File: src/rtl/csa_fan_pkg.sv
// csa_fan_pkg: shared types and width helpers for the streaming carry-save FAN.
package csa_fan_pkg;

  // Group state: no open group, or a group is being accumulated.
  typedef enum logic {
    IDLE  = 1'b0,
    ACCUM = 1'b1
  } state_e;

  // Accumulator width: operand width, plus lane growth, plus beat growth.
  function automatic int calc_acc_w(input int w, input int lanes, input int cw);
    return w + $clog2(lanes) + cw;
  endfunction

  localparam int DEF_LANES = 4;
  localparam int DEF_W     = 8;
  localparam int DEF_CW    = 8;
  localparam int DEF_ACC_W = calc_acc_w(DEF_W, DEF_LANES, DEF_CW);

  typedef logic [DEF_ACC_W-1:0] acc_t;
  typedef logic [DEF_CW-1:0]    beat_cnt_t;

endpackage

File: src/rtl/csa_compress_tree.sv
// csa_compress_tree: combinational N_IN -> 2 Wallace-style carry-save reduction.
// Each level packs inputs into groups of three through 3:2 compressors and
// passes leftovers straight through; the module recurses until two rows remain.
// Carries out of the MSB are dropped (modulo 2^WD arithmetic).
module csa_compress_tree #(
  parameter int N_IN = 6,
  parameter int WD   = 12
) (
  input  logic [N_IN-1:0][WD-1:0] ops_i,
  output logic [WD-1:0]           sum_o,
  output logic [WD-1:0]           carry_o
);

  if (N_IN == 2) begin : g_leaf
    assign sum_o   = ops_i[0];
    assign carry_o = ops_i[1];
  end else begin : g_level
    localparam int NG    = N_IN / 3;
    localparam int NR    = N_IN % 3;
    localparam int N_NXT = 2 * NG + NR;

    logic [N_NXT-1:0][WD-1:0] nxt;

    for (genvar g = 0; g < NG; g++) begin : g_csa
      assign nxt[2*g]   = ops_i[3*g] ^ ops_i[3*g+1] ^ ops_i[3*g+2];
      assign nxt[2*g+1] = ((ops_i[3*g] & ops_i[3*g+1]) |
                           (ops_i[3*g] & ops_i[3*g+2]) |
                           (ops_i[3*g+1] & ops_i[3*g+2])) << 1;
    end

    for (genvar r = 0; r < NR; r++) begin : g_pass
      assign nxt[2*NG+r] = ops_i[3*NG+r];
    end

    csa_compress_tree #(
      .N_IN (N_NXT),
      .WD   (WD)
    ) u_next (
      .ops_i   (nxt),
      .sum_o   (sum_o),
      .carry_o (carry_o)
    );
  end

endmodule

File: src/rtl/ks_adder.sv
// ks_adder: Kogge-Stone parallel-prefix adder, carry-in 0, carry-out dropped.
module ks_adder #(
  parameter int WD = 12
) (
  input  logic [WD-1:0] a_i,
  input  logic [WD-1:0] b_i,
  output logic [WD-1:0] sum_o
);

  logic [WD-1:0] gen;
  logic [WD-1:0] prop;
  logic [WD-1:0] prop0;

  // Prefix tree: each pass doubles the span of every generate/propagate term.
  always_comb begin
    gen   = a_i & b_i;
    prop  = a_i ^ b_i;
    prop0 = prop;
    for (int d = 1; d < WD; d = d * 2) begin
      gen  = gen | (prop & (gen << d));
      prop = prop & (prop << d);
    end
    sum_o = prop0 ^ (gen << 1);
  end

endmodule

File: src/rtl/csa_fan_stream.sv
// csa_fan_stream: streaming carry-save reduction of LANES operands per beat,
// one resolved sum per vector group.
// Optional feature: define CSA_FAN_STREAM_SIGNED_EN for two's-complement
// operands (sign-extended before compression); otherwise zero-extended.
//
// Handshakes: a beat transfers on a rising edge where in_valid & in_ready;
// a result transfers on a rising edge where out_valid & out_ready. Producers
// hold data stable while valid is high and not yet accepted; in_ready is a
// combinational function of local state and out_ready only, never of in_valid.
module csa_fan_stream
  import csa_fan_pkg::*;
#(
  parameter int LANES = 4,
  parameter int W     = 8,
  parameter int V     = 3,
  parameter int CW    = 8,
  parameter int ACC_W = calc_acc_w(W, LANES, CW)
) (
  input  logic                    clk,
  input  logic                    rst_n,
  input  logic                    in_valid,
  output logic                    in_ready,
  input  logic [LANES-1:0][W-1:0] in_operands,
  input  logic [V-1:0]            in_vec_id,
  input  logic                    in_last,
  output logic                    out_valid,
  input  logic                    out_ready,
  output logic [ACC_W-1:0]        out_sum,
  output logic [V-1:0]            out_vec_id,
  output logic [CW-1:0]           out_beats,
  output logic                    out_ovf,
  output logic                    dbg_state_o
);

  localparam logic [CW-1:0] BEAT_MAX = '1;
  localparam logic [CW-1:0] BEAT_ONE = CW'(1);

  // Group state
  state_e           state_q;
  logic [V-1:0]     cur_id_q;
  logic [ACC_W-1:0] acc_s_q;
  logic [ACC_W-1:0] acc_c_q;
  logic [CW-1:0]    beats_q;
  logic             ovf_q;

  // One-entry pending single-beat group
  logic             pend_q;
  logic [ACC_W-1:0] pend_s_q;
  logic [ACC_W-1:0] pend_c_q;
  logic [V-1:0]     pend_id_q;

  // Output register
  logic             out_valid_q;
  logic [ACC_W-1:0] out_sum_q;
  logic [V-1:0]     out_vec_id_q;
  logic [CW-1:0]    out_beats_q;
  logic             out_ovf_q;

  logic out_free;
  logic accept;
  logic same_grp;

  assign out_free = ~out_valid_q | out_ready;
  assign in_ready = rst_n & ~pend_q & out_free;
  assign accept   = in_valid & in_ready;
  assign same_grp = (state_q == ACCUM) && (in_vec_id == cur_id_q);

  // Operand extension plus the accumulator rows (zeroed when a group opens).
  logic [LANES+1:0][ACC_W-1:0] tree_in;
  always_comb begin
    for (int l = 0; l < LANES; l++) begin
`ifdef CSA_FAN_STREAM_SIGNED_EN
      tree_in[l] = {{(ACC_W-W){in_operands[l][W-1]}}, in_operands[l]};
`else
      tree_in[l] = {{(ACC_W-W){1'b0}}, in_operands[l]};
`endif
    end
    tree_in[LANES]   = same_grp ? acc_s_q : '0;
    tree_in[LANES+1] = same_grp ? acc_c_q : '0;
  end

  logic [ACC_W-1:0] new_s;
  logic [ACC_W-1:0] new_c;

  csa_compress_tree #(
    .N_IN (LANES + 2),
    .WD   (ACC_W)
  ) u_tree (
    .ops_i   (tree_in),
    .sum_o   (new_s),
    .carry_o (new_c)
  );

  logic          beats_sat;
  logic [CW-1:0] beats_inc;
  logic          ovf_inc;

  assign beats_sat = (beats_q == BEAT_MAX);
  assign beats_inc = beats_sat ? beats_q : beats_q + BEAT_ONE;
  // Sticky: set once a beat arrives after the counter already hit its ceiling.
  assign ovf_inc   = ovf_q | beats_sat;

  logic             emit_en;
  logic [ACC_W-1:0] emit_s;
  logic [ACC_W-1:0] emit_c;
  logic [V-1:0]     out_vec_id_d;
  logic [CW-1:0]    out_beats_d;
  logic             out_ovf_d;
  logic [ACC_W-1:0] out_sum_d;

  // Emit selection: pending group first, otherwise whichever group this beat closes.
  always_comb begin
    emit_en      = 1'b0;
    emit_s       = new_s;
    emit_c       = new_c;
    out_vec_id_d = in_vec_id;
    out_beats_d  = BEAT_ONE;
    out_ovf_d    = 1'b0;
    if (pend_q && out_free) begin
      emit_en      = 1'b1;
      emit_s       = pend_s_q;
      emit_c       = pend_c_q;
      out_vec_id_d = pend_id_q;
    end else if (accept) begin
      if (state_q == IDLE) begin
        emit_en = in_last;
      end else if (same_grp) begin
        emit_en      = in_last;
        out_vec_id_d = cur_id_q;
        out_beats_d  = beats_inc;
        out_ovf_d    = ovf_inc;
      end else begin
        emit_en      = 1'b1;
        emit_s       = acc_s_q;
        emit_c       = acc_c_q;
        out_vec_id_d = cur_id_q;
        out_beats_d  = beats_q;
        out_ovf_d    = ovf_q;
      end
    end
  end

  ks_adder #(
    .WD (ACC_W)
  ) u_resolve (
    .a_i   (emit_s),
    .b_i   (emit_c),
    .sum_o (out_sum_d)
  );

  // Group FSM, pending slot and output register.
  always_ff @(posedge clk or negedge rst_n) begin
    if (!rst_n) begin
      state_q      <= IDLE;
      cur_id_q     <= '0;
      acc_s_q      <= '0;
      acc_c_q      <= '0;
      beats_q      <= '0;
      ovf_q        <= 1'b0;
      pend_q       <= 1'b0;
      pend_s_q     <= '0;
      pend_c_q     <= '0;
      pend_id_q    <= '0;
      out_valid_q  <= 1'b0;
      out_sum_q    <= '0;
      out_vec_id_q <= '0;
      out_beats_q  <= '0;
      out_ovf_q    <= 1'b0;
    end else begin
      if (pend_q && out_free) begin
        pend_q <= 1'b0;
      end
      if (accept) begin
        case (state_q)
          IDLE: begin
            if (!in_last) begin
              state_q  <= ACCUM;
              acc_s_q  <= new_s;
              acc_c_q  <= new_c;
              cur_id_q <= in_vec_id;
              beats_q  <= BEAT_ONE;
              ovf_q    <= 1'b0;
            end
          end
          ACCUM: begin
            if (same_grp) begin
              if (in_last) begin
                state_q <= IDLE;
              end else begin
                acc_s_q <= new_s;
                acc_c_q <= new_c;
                beats_q <= beats_inc;
                ovf_q   <= ovf_inc;
              end
            end else if (in_last) begin
              state_q   <= IDLE;
              pend_q    <= 1'b1;
              pend_s_q  <= new_s;
              pend_c_q  <= new_c;
              pend_id_q <= in_vec_id;
            end else begin
              acc_s_q  <= new_s;
              acc_c_q  <= new_c;
              cur_id_q <= in_vec_id;
              beats_q  <= BEAT_ONE;
              ovf_q    <= 1'b0;
            end
          end
          default: state_q <= IDLE;
        endcase
      end
      if (emit_en) begin
        out_valid_q  <= 1'b1;
        out_sum_q    <= out_sum_d;
        out_vec_id_q <= out_vec_id_d;
        out_beats_q  <= out_beats_d;
        out_ovf_q    <= out_ovf_d;
      end else if (out_ready) begin
        out_valid_q <= 1'b0;
      end
    end
  end

  assign out_valid   = out_valid_q;
  assign out_sum     = out_sum_q;
  assign out_vec_id  = out_vec_id_q;
  assign out_beats   = out_beats_q;
  assign out_ovf     = out_ovf_q;
  assign dbg_state_o = state_q;

endmodule

File: config.mk
export PLATFORM = sky130hd
export DESIGN_NAME = csa_fan_stream
export DESIGN_NICKNAME = d
export VERILOG_FILES = /design/src/rtl/csa_fan_pkg.sv /design/src/rtl/csa_compress_tree.sv /design/src/rtl/ks_adder.sv /design/src/rtl/csa_fan_stream.sv
export SDC_FILE = /design/constraint.sdc
export NUM_CORES = 1
export LEC_CHECK = 0
export CORE_UTILIZATION = 57
export DETAILED_ROUTE_END_ITERATION = 10
export PLACE_DENSITY = 0.84
export SETUP_SLACK_MARGIN = 0.4
export SYNTH_ARGS = -nofsm -noshare
export SYNTH_HDL_FRONTEND = slang
export SYNTH_HIERARCHICAL = 1
export SYNTH_SLANG_ARGS = --single-unit
File: constraint.sdc
create_clock -name clk -period 6.2 [get_ports clk]
set_clock_uncertainty 0.2 [all_clocks]
set_input_delay 1.24 -clock clk [delete_from_list [all_inputs] [get_ports clk]]
set_output_delay 1.24 -clock clk [all_outputs]
set_load 0.02 [all_outputs]
Yosys cells after proc, flatten, opt, wreduce, memory -nomap -nowiden:

Cells that the tools add are included.

* register bits after elaboration: 119
* output and inout port bits: 33

* add/sub/neg operators: 1
* equality and inequality tests: 4
* muxes and demuxes: 47
* bitwise operators: 55
* reductions and logical operators: 7

Operators by type and width (number)
* 17-bit bitwise AND: 17
* 18-bit 2-to-1 mux: 12
* 17-bit bitwise OR: 12
* 18-bit XOR: 7
* 8-bit 2-to-1 mux: 8
* 8-bit by 17-bit bitwise AND with 17-bit output: 2
* 8-bit bitwise AND: 3
* 1-bit 2-to-1 mux: 19
* 8-bit by 18-bit XOR with 18-bit output: 1
* 17-bit by 8-bit bitwise OR with 17-bit output: 1
* 8-bit case mux with 2 select lines: 1
* 8-bit XOR: 2
* 3-bit 2-to-1 mux: 5
* 8-bit by 1-bit adder with 8-bit output (second input constant): 1
* 8-bit == test (second input constant): 1
* 3-bit case mux with 2 select lines: 1
* 2-bit AND reduction: 3
* 1-bit NOT: 5
* 4-bit AND reduction: 1
* 1-bit bitwise AND: 3
* 3-bit == test: 1
* 3-bit != test (second input constant): 1
* 1-bit logical AND: 2
* 2-bit != test (second input constant): 1
* 3 further kinds: 4

Logic depth before layout (Yosys ltp):

Gate-level depths: netlist of the first run.

* depth in word-level cells: 27
* gate-level depth with buffers: 19

Hierarchy:

The synthesis of the first run kept the hierarchy.

Modules (own cells, without submodules)
* csa_fan_stream: times used 1, cells an instance 502, area an instance 5962.0 µm², seq. area each 3002.9 µm²
* ks_adder: times used 1, cells an instance 116, area an instance 837.1 µm², seq. area each 0.0 µm²
* csa_compress_tree at u_tree.g_level.u_next ...: times used 2, cells an instance 19, area an instance 367.9 µm², seq. area each 0.0 µm²
* csa_compress_tree at u_tree: times used 1, cells an instance 37, area an instance 732.0 µm², seq. area each 0.0 µm²
* csa_compress_tree at u_tree.g_level.u_next.g_level.u_next.g_level.u_next: times used 1, cells an instance 36, area an instance 270.3 µm², seq. area each 0.0 µm²

Worst setup path before layout of the first run:

Ideal clock, no wire load.

* kind: in2reg
* start: input port in_vec_id[1]
* end: register out_sum_q[17] (netlist: out_sum[17])
* arrival time: 5.607 ns
* required time: 5.875 ns
* setup slack: 0.269 ns
* stages: 18
* path buffers: 3
* path through: xnor2_1 -> and4_1 -> clkbuf_1 -> clkbuf_1 -> and2_1 -> fa_1 -> fa_1 -> fa_1 -> buf_4 -> mux2i_1 -> o21ai_0 -> ha_1 -> a211oi_1 -> o21ai_1 -> o211ai_1 -> o211a_1 -> o211ai_1 -> mux2_2

RTL lines
* start, declared: RTL line csa_fan_stream.sv:24 `input logic [V-1:0] in_vec_id,`
* end signal, assigned: RTL line csa_fan_stream.sv:214 `out_sum_q <= out_sum_d;`
* end, declared: RTL line csa_fan_stream.sv:54 `logic [ACC_W-1:0] out_sum_q;`

==> results of run 1 <==
state kept, by name, indices dropped and copies added (netlist names), 3 cells and up:
| name | count |
|---|---|
| acc_c_q | 18 |
| out_vec_id | 3 |
| beats_q | 8 |
| pend_s_q | 18 |
| cur_id_q | 3 |
| out_beats | 8 |
| pend_c_q | 18 |
| acc_s_q | 18 |
| pend_id_q | 3 |
| out_sum | 18 |
final timing paths:
path | cells past startpoint | slack (ps) | start | end
setup / recovery | 17 | 510 | in_vec_id[0] | out_sum[17]$_DFFE_PN0P_
min in group asynchronous | 2 | 740 | rst_n | pend_c_q[1]$_DFFE_PN0P_
hold reg to reg | 1 | 290 | out_beats[2]$_DFFE_PN0P_ | out_beats[2]$_DFFE_PN0P_
setup reg to reg | 16 | 1200 | cur_id_q[2]$_DFFE_PN0P_ | out_sum[17]$_DFFE_PN0P_
max in group asynchronous | 3 | 3650 | rst_n | acc_s_q[17]$_DFFE_PN0P_
hold / removal | 1 | 290 | out_beats[2]$_DFFE_PN0P_ | out_beats[2]$_DFFE_PN0P_
power by group:
part / internal (mW) / leakage [nW] / total [mW] / switching (mW)
registers: 1.11 / 1.50 / 1.33 / 0.220
clock network: 0.628 / 0.285 / 0.976 / 0.348
logic: 1.41 / 2.76 / 2.76 / 1.34
total: 3.15 / 4.54 / 5.06 / 1.91
critical path, stage by stage:
cell and delay (ps):
dlygate4sd2_1 290, xnor2_2 210, and4_4 290, buf_12 150, and2_1 160, fa_1 450, fa_1 430, fa_1 560
mux2i_1 90, o21ai_1 210, ha_1 290, a211oi_1 290, o21ai_2 140, o211ai_1 310, o211a_1 260, o211ai_1 120
mux2_2 290
timing repair:
action	4_1_cts	5_1_grt
resized for setup	12	38
endpoints found under the setup margin	10	10
cloned	1	0
setup buffers	6	8
hold buffers	0	0
pin swaps	10	28
layout make-up:
cell class                 instances  area [µm²]
clock inverter                     8        95.1
multi-input combinational        575        5340
sequential                       120        3000
fill                             954        4230
tap                              184         230
clock buffer                      23         488
timing repair buffer             124        1180
inverter                           7        26.3
per-stage QoR:
stage               std cells  worst slack (ps)  util, %  TNS, ps  total power, mW
global route             1041               372     71.0        0             5.35
CTS                      1033               521     69.9        0             4.83
global placement          995             -28.0     65.1    -33.0             3.61
floorplan                 769               455        -        0             3.03
detailed placement        995              -156     65.1     -945             3.74
finish                   1041               508     71.0        0             5.06
metal layers:
layer	share of wire, %	global-route usage (%)	wire [µm]	vias to the layer above
li1	-	-	-	2707
met1	41	33.0	8090	3089
met2	51	46.2	10200	204
met3	4.5	4.98	883	51
met4	3.1	11.3	614	0
met5	0	0	0	-
cell families after synthesis:
family | share of synthesized area (%)
AOI/OAI and AO/OA | 8.88
xor gates and xnor gates | 3.15
adders and majority gates | 18.8
buffers and inverters | 5.63
DFF | 35.2
muxes | 19.2
other | 0.176
and+or+nand+nor | 8.94
cells in the mapped netlist, types with 15 or more instances:
cell type,count,area [µm²]
mux2i_1,44,440
dfrtp_1,120,3000
clkbuf_1,15,56.3
fa_1,69,1380
o21ai_0,47,235
a21oi_1,37,185
mux2_2,84,946
buf_4,36,270
mux2_4,17,255
and2_1,39,244
nand2_1,61,229
ha_1,18,225
==> metrics.csv, run 1 <==
stage,metric,value,unit
clock_network,cts_tree,yes,
clock_network,cts-root-buf,clkbuf_16,
critical_path,worst-endpoint-required,6300,ps
final_layout,layout_common_cells,"dfrtp_1 (120), mux2_2 (84), clkdlybuf4s50_1 (68)",
critical_path,path_class,primary input to flop,
synthesis,synth-main-ff-cell,dfrtp_1,
synthesis,ys_types,56,
final_layout,syn_to_final_growth,21.4,%
floorplan,start_util,58.5,%
global_routing,antenna_found_initial,1,
critical_path,arrival,5790,ps
floorplan,rows,44,
final_layout,final_common_cell,dfrtp_1,
critical_path,startpoint_type,primary input,
drt,route.detailed.drc,0,
power_and_ir_drop,p_leak,4.54,nW
global_routing,grt_pass1_wl,32.7,mm
synthesis,ys_seq_elements,120,
synthesis,ys_seq_area_share,35.2,%
power_and_ir_drop,vdd_drop_max,0.268,mV
timing,max_slew.worst_pin.slew,1220,ps
timing,rsz0062_at_grt,no,
clock_network,cts_buffers,17,
drt,vias,6051,
clock_network,clk_pin_slew,50,ps
drt,drt-initial-drc-count,405,
drt,firstDrtPassIters,5,
hold_path,hold_path_class,flop to flop,
drt,finalWirelength,19.7,mm
synthesis,yosys_warnings,6,
clock_network,clkLatencyLatePin,420,ps
placement,placed_cell_area,9500,µm²
placement,place_congestion,0.927,
global_routing,grt_max_degree,80,
synthesis,syn_inst,729,
final_layout,layout-drive-gt1-share,25.9,%
floorplan,dieArea,15500,µm²
timing,hold_viol_final,0,
synthesis,syn_area,8540,µm²
synthesis,synth.avg_cell_area,11.7,µm²
synthesis,synth_edf_count,0,
run_status,run_status,completed,
floorplan,core,14600,µm²
critical_path,cp_max_fo,13,
timing,setup_viol,0,
floorplan,die_width,124,µm
floorplan,io_pins,73,
drt,vias_per_cell,5.81,
timing,drv_slew,0,
final_layout,fin_area,10400,µm²
timing,hold_slack,291,ps
clock_network,clock_sinks,120,
timing,slew_headroom,18.3,%
timing,fmax,176,MHz
timing,fin_crit,5690,ps
floorplan,die_y,124,µm
placement,port_buffers,72,
power_and_ir_drop,power_density,488,nW/µm²
critical_path,cp-end-kind,flop,
global_routing,grt_overflow,0,
clock_network,cts_buffer_depth,2,
run,drv_cap,0,
synthesis,async_flop_share,100,%
final_layout,n_antenna_cell,0,
clock_network,cts_max_level,4,
global_routing,grt_pass1_vias,6562,
global_routing,grt_usage,26.8,%
drt,antenna_left,0,
placement,dp_hpwl,13.3,mm
drt,drt-wirelength-per-cell,19.0,µm
timing,post-route-period-util,91.8,%
final_layout,nNetsFinal,972,
Note: power is estimated with default switching activity, not from simulation.
==> inputs of run 2 (changes only) <==
DONT_BUFFER_PORTS = 1   (was unset)
PLACE_DENSITY = 0.77   (was 0.84)
TNS_END_PERCENT = 1   (was unset)
==> run 2 against run 1 <==
- die area is the same
- wire length shrank 13%
- worst setup slack gained 110 ps
- core utilization shrank 7.8 points
- global-route usage shrank 2.7 points
- sequential cell count is the same
- first-iteration DRC count grew 6.2%
- via count shrank 11%
- power shrank 12%
- critical path depth shrank 1
- register-to-register slack lost 210 ps
- fmax grew 2.0%
- highest routed layer unchanged
==> metrics.csv, run 2 (same netlist as run 1, synthesis figures left out) <==
stage,metric,value,unit,change
clock_network,cts_max_level,4,,unchanged
floorplan,die_y,124,µm,unchanged
floorplan,io_pins,73,,unchanged
timing,fin_setup_tns,0,ps,unchanged
drt,finalWirelength,17.1,mm,was 19.7 mm
global_routing,grt_pass1_wl,29.4,mm,was 32.7 mm
clock_network,clkLatencyLatePin,420,ps,about the same
global_routing,grt_usage,24.1,%,was 26.8%
final_layout,layout_common_cells,"dfrtp_1 (120), mux2_2 (84), fa_1 (69)",,"was dfrtp_1 (120), mux2_2 (84), clkdlybuf4s50_1 (68)"
timing,fin_crit,5580,ps,was 5690 ps
drt,drt-initial-drc-count,430,,was 405
final_layout,syn_to_final_growth,8.03,%,was 21.4%
final_layout,layout-drive-gt1-share,20.1,%,was 25.9%
floorplan,core,14600,µm²,unchanged
clock_network,hold_buffers,0,,unchanged
final_layout,final_common_cell,dfrtp_1,,unchanged
floorplan,start_util,58.5,%,unchanged
floorplan,rows,44,,unchanged
clock_network,cts_buffer_depth,2,,unchanged
timing,hold_viol_final,0,,unchanged
drt,route.detailed.drc,0,,unchanged
global_routing,grt_overflow,0,,unchanged
clock_network,cts_setup_buffers,0,,was 6
timing,slew_headroom,40.5,%,was 18.3%
placement,dp_hpwl,12.2,mm,was 13.3 mm
critical_path,cp_max_fo,48,,was 13
placement,port_buffers,0,,was 72
floorplan,die_width,124,µm,unchanged
power_and_ir_drop,vdd_drop_max,0.295,mV,was 0.268 mV
critical_path,path_class,primary input to flop,,unchanged
clock_network,cts_buffers,17,,unchanged
clock_network,cts_tree,yes,,unchanged
power_and_ir_drop,p_total,4.47,mW,was 5.06 mW
timing,fmax,179,MHz,was 176 MHz
critical_path,worst-endpoint-required,6300,ps,about the same
run,drv_cap,0,,unchanged
timing,max_slew.worst_pin.slew,893,ps,was 1220 ps
critical_path,arrival,5680,ps,was 5790 ps
timing,rsz0062_at_grt,no,,unchanged
drt,firstDrtPassIters,5,,unchanged
critical_path,cp-end-kind,flop,,unchanged
clock_network,clock_sinks,120,,unchanged
final_layout,nNetsFinal,857,,was 972
placement,place_congestion,0.874,,was 0.927
timing,setup_viol,0,,unchanged
hold_path,hold_path_class,flop to flop,,unchanged
drt,vias_per_cell,5.82,,was 5.81
power_and_ir_drop,p_leak,4.06,nW,was 4.54 nW
timing,post-route-period-util,90.0,%,was 91.8%
drt,antenna_left,0,,unchanged
run_status,run_status,completed,,unchanged
final_layout,n_antenna_cell,0,,unchanged
clock_network,cts_resized,0,,was 12
drt,drt-wirelength-per-cell,18.5,µm,was 19.0 µm
global_routing,grt_pass1_vias,5801,,was 6562
critical_path,startpoint_type,primary input,,unchanged
clock_network,clk_pin_slew,50,ps,about the same
timing,drv_slew,0,,unchanged
global_routing,antenna_found_initial,0,,was 1
drt,vias,5393,,was 6051
clock_network,cts-root-buf,clkbuf_16,,unchanged
floorplan,dieArea,15500,µm²,unchanged
power_and_ir_drop,power_density,484,nW/µm²,was 488 nW/µm²
global_routing,grt_max_degree,122,,was 80
[run 2: report_power, final]
part / switching, mW / internal, mW
sequential: 0.315 / 1.11
combinational: 0.987 / 0.961
clock: 0.340 / 0.753
total: 1.64 / 2.82
[run 2: layer usage]
layer	global-route usage [%]	up-vias	part of all wire (%)	wire, µm
met3	4.68	27	3.7	641
li1	-	2484	-	-
met2	38.8	132	49	8390
met5	0	-	0	0
met4	9.78	0	2.3	393
met1	32.1	2750	45	7710
[run 2: final timing paths]
path / start / to / slack [ps] / cells after the start
setup / recovery: in_vec_id[1] / out_sum[16]$_DFFE_PN0P_ / 620 / 16
hold / removal: pend_c_q[7]$_DFFE_PN0P_ / pend_c_q[7]$_DFFE_PN0P_ / 300 / 1
setup reg to reg: cur_id_q[1]$_DFFE_PN0P_ / out_sum[16]$_DFFE_PN0P_ / 990 / 16
hold reg to reg: pend_c_q[7]$_DFFE_PN0P_ / pend_c_q[7]$_DFFE_PN0P_ / 300 / 1
max in group asynchronous: rst_n / beats_q[3]$_DFFE_PN0P_ / 5280 / 0
min in group asynchronous: rst_n / out_sum[2]$_DFFE_PN0P_ / 310 / 0
[run 2: per-stage QoR]
| stage | instances | util (%) | worst slack, ps | hold slack [ps] | instance area, µm² |
|---|---|---|---|---|---|
| 3_3_place_gp | 895 | 58.7 | 367 | 287 | 8560 |
| 5_1_grt | 927 | 63.2 | 405 | 300 | 9220 |
| 4_1_cts | 927 | 63.2 | 631 | 299 | 9220 |
| 6_report | 927 | 63.2 | 620 | 305 | 9220 |
| 3_5_place_dp | 895 | 58.7 | 226 | 293 | 8560 |
| 2_1_floorplan | 769 | - | 455 | 279 | 8690 |
[run 2: worst max-delay path, cell delays in order]
cell,delay [ps]
xnor2_1,220
and4_1,280
buf_12,220
and2_1,180
fa_1,440
fa_1,480
fa_1,600
mux2i_1,80
o21ai_0,210
ha_1,370
a21oi_1,390
o21ai_0,170
a31oi_1,240
o31ai_1,120
xor2_1,150
mux2_4,260
[run 2: final cells by class]
| class | instances | area, µm² |
|---|---|---|
| fillers | 1087 | 5370 |
| multi-input cells | 575 | 5210 |
| flip-flops and latches | 120 | 3000 |
| clock buffers | 24 | 492 |
| well taps | 184 | 230 |
| clock inverters | 8 | 165 |
| repair buffers | 9 | 92.6 |
| inverters | 7 | 26.3 |
==> inputs of run 3 (changes only) <==
--- a/config.mk
+++ b/config.mk
@@ -16,2 +16 @@
 export SYNTH_SLANG_ARGS = --single-unit
-export TNS_END_PERCENT = 1
--- a/constraint.sdc
+++ b/constraint.sdc
@@ -4,2 +4,2 @@
 set_output_delay 1.24 -clock clk [all_outputs]
-set_load 0.02 [all_outputs]
+set_load 0.01 [all_outputs]
==> run 3 against run 2 <==
- combinational power is essentially flat
- die area is the same
- power shrank 2.9%
- sequential power shrank 4%
- cell count is the same
- sequential cell count is the same
- clock power shrank 8%
- critical path type unchanged
==> metrics.csv, run 3 (same netlist as run 1, synthesis figures left out) <==
stage,metric,value,unit,change
global_routing,antenna_found_initial,0,,unchanged
timing,fin_setup_tns,0,ps,unchanged
run_status,run_status,completed,,unchanged
final_layout,layout_common_cells,"dfrtp_1 (120), mux2_2 (84), fa_1 (69)",,unchanged
timing,fin_crit,5590,ps,was 5580 ps
clock_network,clk_pin_slew,60,ps,was 50 ps
drt,vias_per_cell,5.91,,was 5.82
timing,fmax,179,MHz,about the same
clock_network,clkLatencyLatePin,410,ps,was 420 ps
final_layout,final_common_cell,dfrtp_1,,unchanged
global_routing,grt_usage,24.0,%,was 24.1%
clock_network,cts-root-buf,clkbuf_16,,unchanged
critical_path,r2r-end,out_sum[17]$_DFFE_PN0P_,,was out_sum[16]$_DFFE_PN0P_
critical_path,worst-endpoint-required,6300,ps,about the same
critical_path,r2r_setup_slack,990,ps,about the same
timing,hold_viol_final,0,,unchanged
floorplan,dieArea,15500,µm²,unchanged
timing,drv_slew,0,,unchanged
global_routing,grt_pass1_wl,29.3,mm,was 29.4 mm
critical_path,path_common_cell,fa_1,,unchanged
floorplan,rows,44,,unchanged
critical_path,r2r_cells,16,,unchanged
floorplan,core,14600,µm²,unchanged
critical_path,slowest_stage,fa_1,,unchanged
global_routing,grt_overflow,0,,unchanged
drt,drt-wirelength-per-cell,18.8,µm,was 18.5 µm
critical_path,crit_chain,"xnor2_1, and4_1, buf_12, and2_1, fa_1, fa_1, fa_1, mux2i_1, o21ai_0, ha_1, a21oi_1, o21ai_2, o211ai_1, o211a_1, o211ai_1, mux2_2",,"was xnor2_1, and4_1, buf_12, and2_1, fa_1, fa_1, fa_1, mux2i_1, o21ai_0, ha_1, a21oi_1, o21ai_0, a31oi_1, o31ai_1, xor2_1, mux2_4"
run,drv_cap,0,,unchanged
critical_path,cp-end-kind,flop,,unchanged
hold_path,hold_path_end,pend_s_q[6]$_DFFE_PN0P_,,was pend_c_q[7]$_DFFE_PN0P_
drt,antenna_left,0,,unchanged
drt,drt-initial-drc-count,488,,was 430
floorplan,die_width,124,µm,unchanged
critical_path,path_class,primary input to flop,,unchanged
clock_network,cts_buffers,17,,unchanged
clock_network,hold_buffers,0,,unchanged
final_layout,syn_to_final_growth,7.50,%,was 8.03%
drt,route.detailed.drc,0,,unchanged
clock_network,cts_max_level,4,,unchanged
floorplan,io_pins,73,,unchanged
hold_path,min_from,pend_s_q[6]$_DFFE_PN0P_,,was pend_c_q[7]$_DFFE_PN0P_
critical_path,startpoint_type,primary input,,unchanged
clock_network,clock_sinks,120,,unchanged
final_layout,fillers,1088,,was 1087
final_layout,n_antenna_cell,0,,unchanged
critical_path,crit_buf_inv,1,,unchanged
power_and_ir_drop,power_density,473,nW/µm²,was 484 nW/µm²
placement,place_congestion,0.874,,about the same
critical_path,path_delay_family,adder cells,,unchanged
placement,placed_cells,895,,unchanged
power_and_ir_drop,p_leak,4.04,nW,was 4.06 nW
critical_path,arrival,5690,ps,was 5680 ps
drt,firstDrtPassIters,5,,unchanged
hold_path,hold_depth,1,,unchanged
placement,dp_hpwl,12.3,mm,was 12.2 mm
final_layout,instances_no_fill,927,,unchanged
critical_path,max_stage_delay,600,ps,about the same
clock_network,cts_tree,yes,,unchanged
final_layout,layout-drive-gt1-share,20.5,%,was 20.1%
clock_network,cts_buffer_depth,2,,unchanged
placement,port_buffers,0,,unchanged
timing,rsz0062_at_grt,yes,,was no
drt,vias,5482,,was 5393
timing,max_slew.worst_pin.slew,898,ps,was 893 ps
timing,slew_headroom,40.1,%,was 40.5%
critical_path,cp_max_fo,48,,unchanged
critical_path,timing.rr.start,cur_id_q[2]$_DFFE_PN0P_,,was cur_id_q[1]$_DFFE_PN0P_
drt,finalWirelength,17.5,mm,was 17.1 mm
floorplan,die_y,124,µm,unchanged
global_routing,grt_max_degree,122,,unchanged
power_and_ir_drop,vdd_drop_max,0.283,mV,was 0.295 mV
global_routing,grt_pass1_vias,5812,,was 5801
hold_path,hold_path_class,flop to flop,,unchanged
floorplan,start_util,58.5,%,unchanged
final_layout,nNetsFinal,858,,was 857
timing,setup_viol,0,,unchanged
timing,post-route-period-util,90.2,%,was 90.0%
==> run 3: cell count changes in the layout (fill, tap and decap cells not counted) <==
cell	before	now
clkinv_2	3	5
clkbuf_8	4	3
o21ai_2	1	2
clkinvlp_4	0	1
bufinv_16	5	3
o21ai_1	2	1
a21oi_1	37	36
clkbuf_1	3	2
buf_4	7	8
a21oi_2	0	1
==> run 3: area by class of cell <==
cell class / count / area (µm²) / area share [%]
clock inverters: 9 / 123 / 1.34
repair buffers: 10 / 100 / 1.09
multi-input cells: 575 / 5220 / 56.9
inverters: 7 / 26.3 / 0.286
clock buffers: 22 / 474 / 5.17
flip-flops and latches: 120 / 3000 / 32.7
well taps: 184 / 230 / 2.51
==> run 3: how the worst max path moves through the flow <==
stage	start	end	cells past startpoint
global placement	in_vec_id[2]	out_sum[16]$_DFFE_PN0P_	16
floorplan	in_vec_id[1]	out_sum[17]$_DFFE_PN0P_	18
CTS	in_vec_id[1]	out_sum[17]$_DFFE_PN0P_	16
detailed placement	in_vec_id[2]	out_sum[17]$_DFFE_PN0P_	16
finish	in_vec_id[1]	out_sum[17]$_DFFE_PN0P_	16
global route	in_vec_id[2]	out_sum[17]$_DFFE_PN0P_	16
==> run 3: layer usage <==
layer  wire length [µm]  track usage (%)
met5                  0                0
met4                406             9.57
met3                806             4.64
met2               8560             39.1
met1               7700             31.8
==> run 3: what timing repair did <==
action,CTS,global route
endpoints found under the hold margin,0,0
resized for setup,0,3
setup endpoints to repair,0,4
setup buffers,0,1
==> run 3: where the power goes <==
part / internal [mW] / switching [mW]
registers: 1.11 / 0.260
logic: 0.965 / 1.00
clock network: 0.657 / 0.344
==> run 3: per-stage QoR <==
step	setup slack, ps	instance area, µm²	util (%)	hold slack (ps)	total power [mW]
after floorplan	456	8690	-	279	2.97
after global placement	368	8560	58.7	287	3.20
after detailed placement	213	8560	58.7	293	3.29
after CTS	613	9160	62.8	305	4.32
after global routing	334	9180	62.9	306	4.63
final	610	9180	62.9	305	4.34
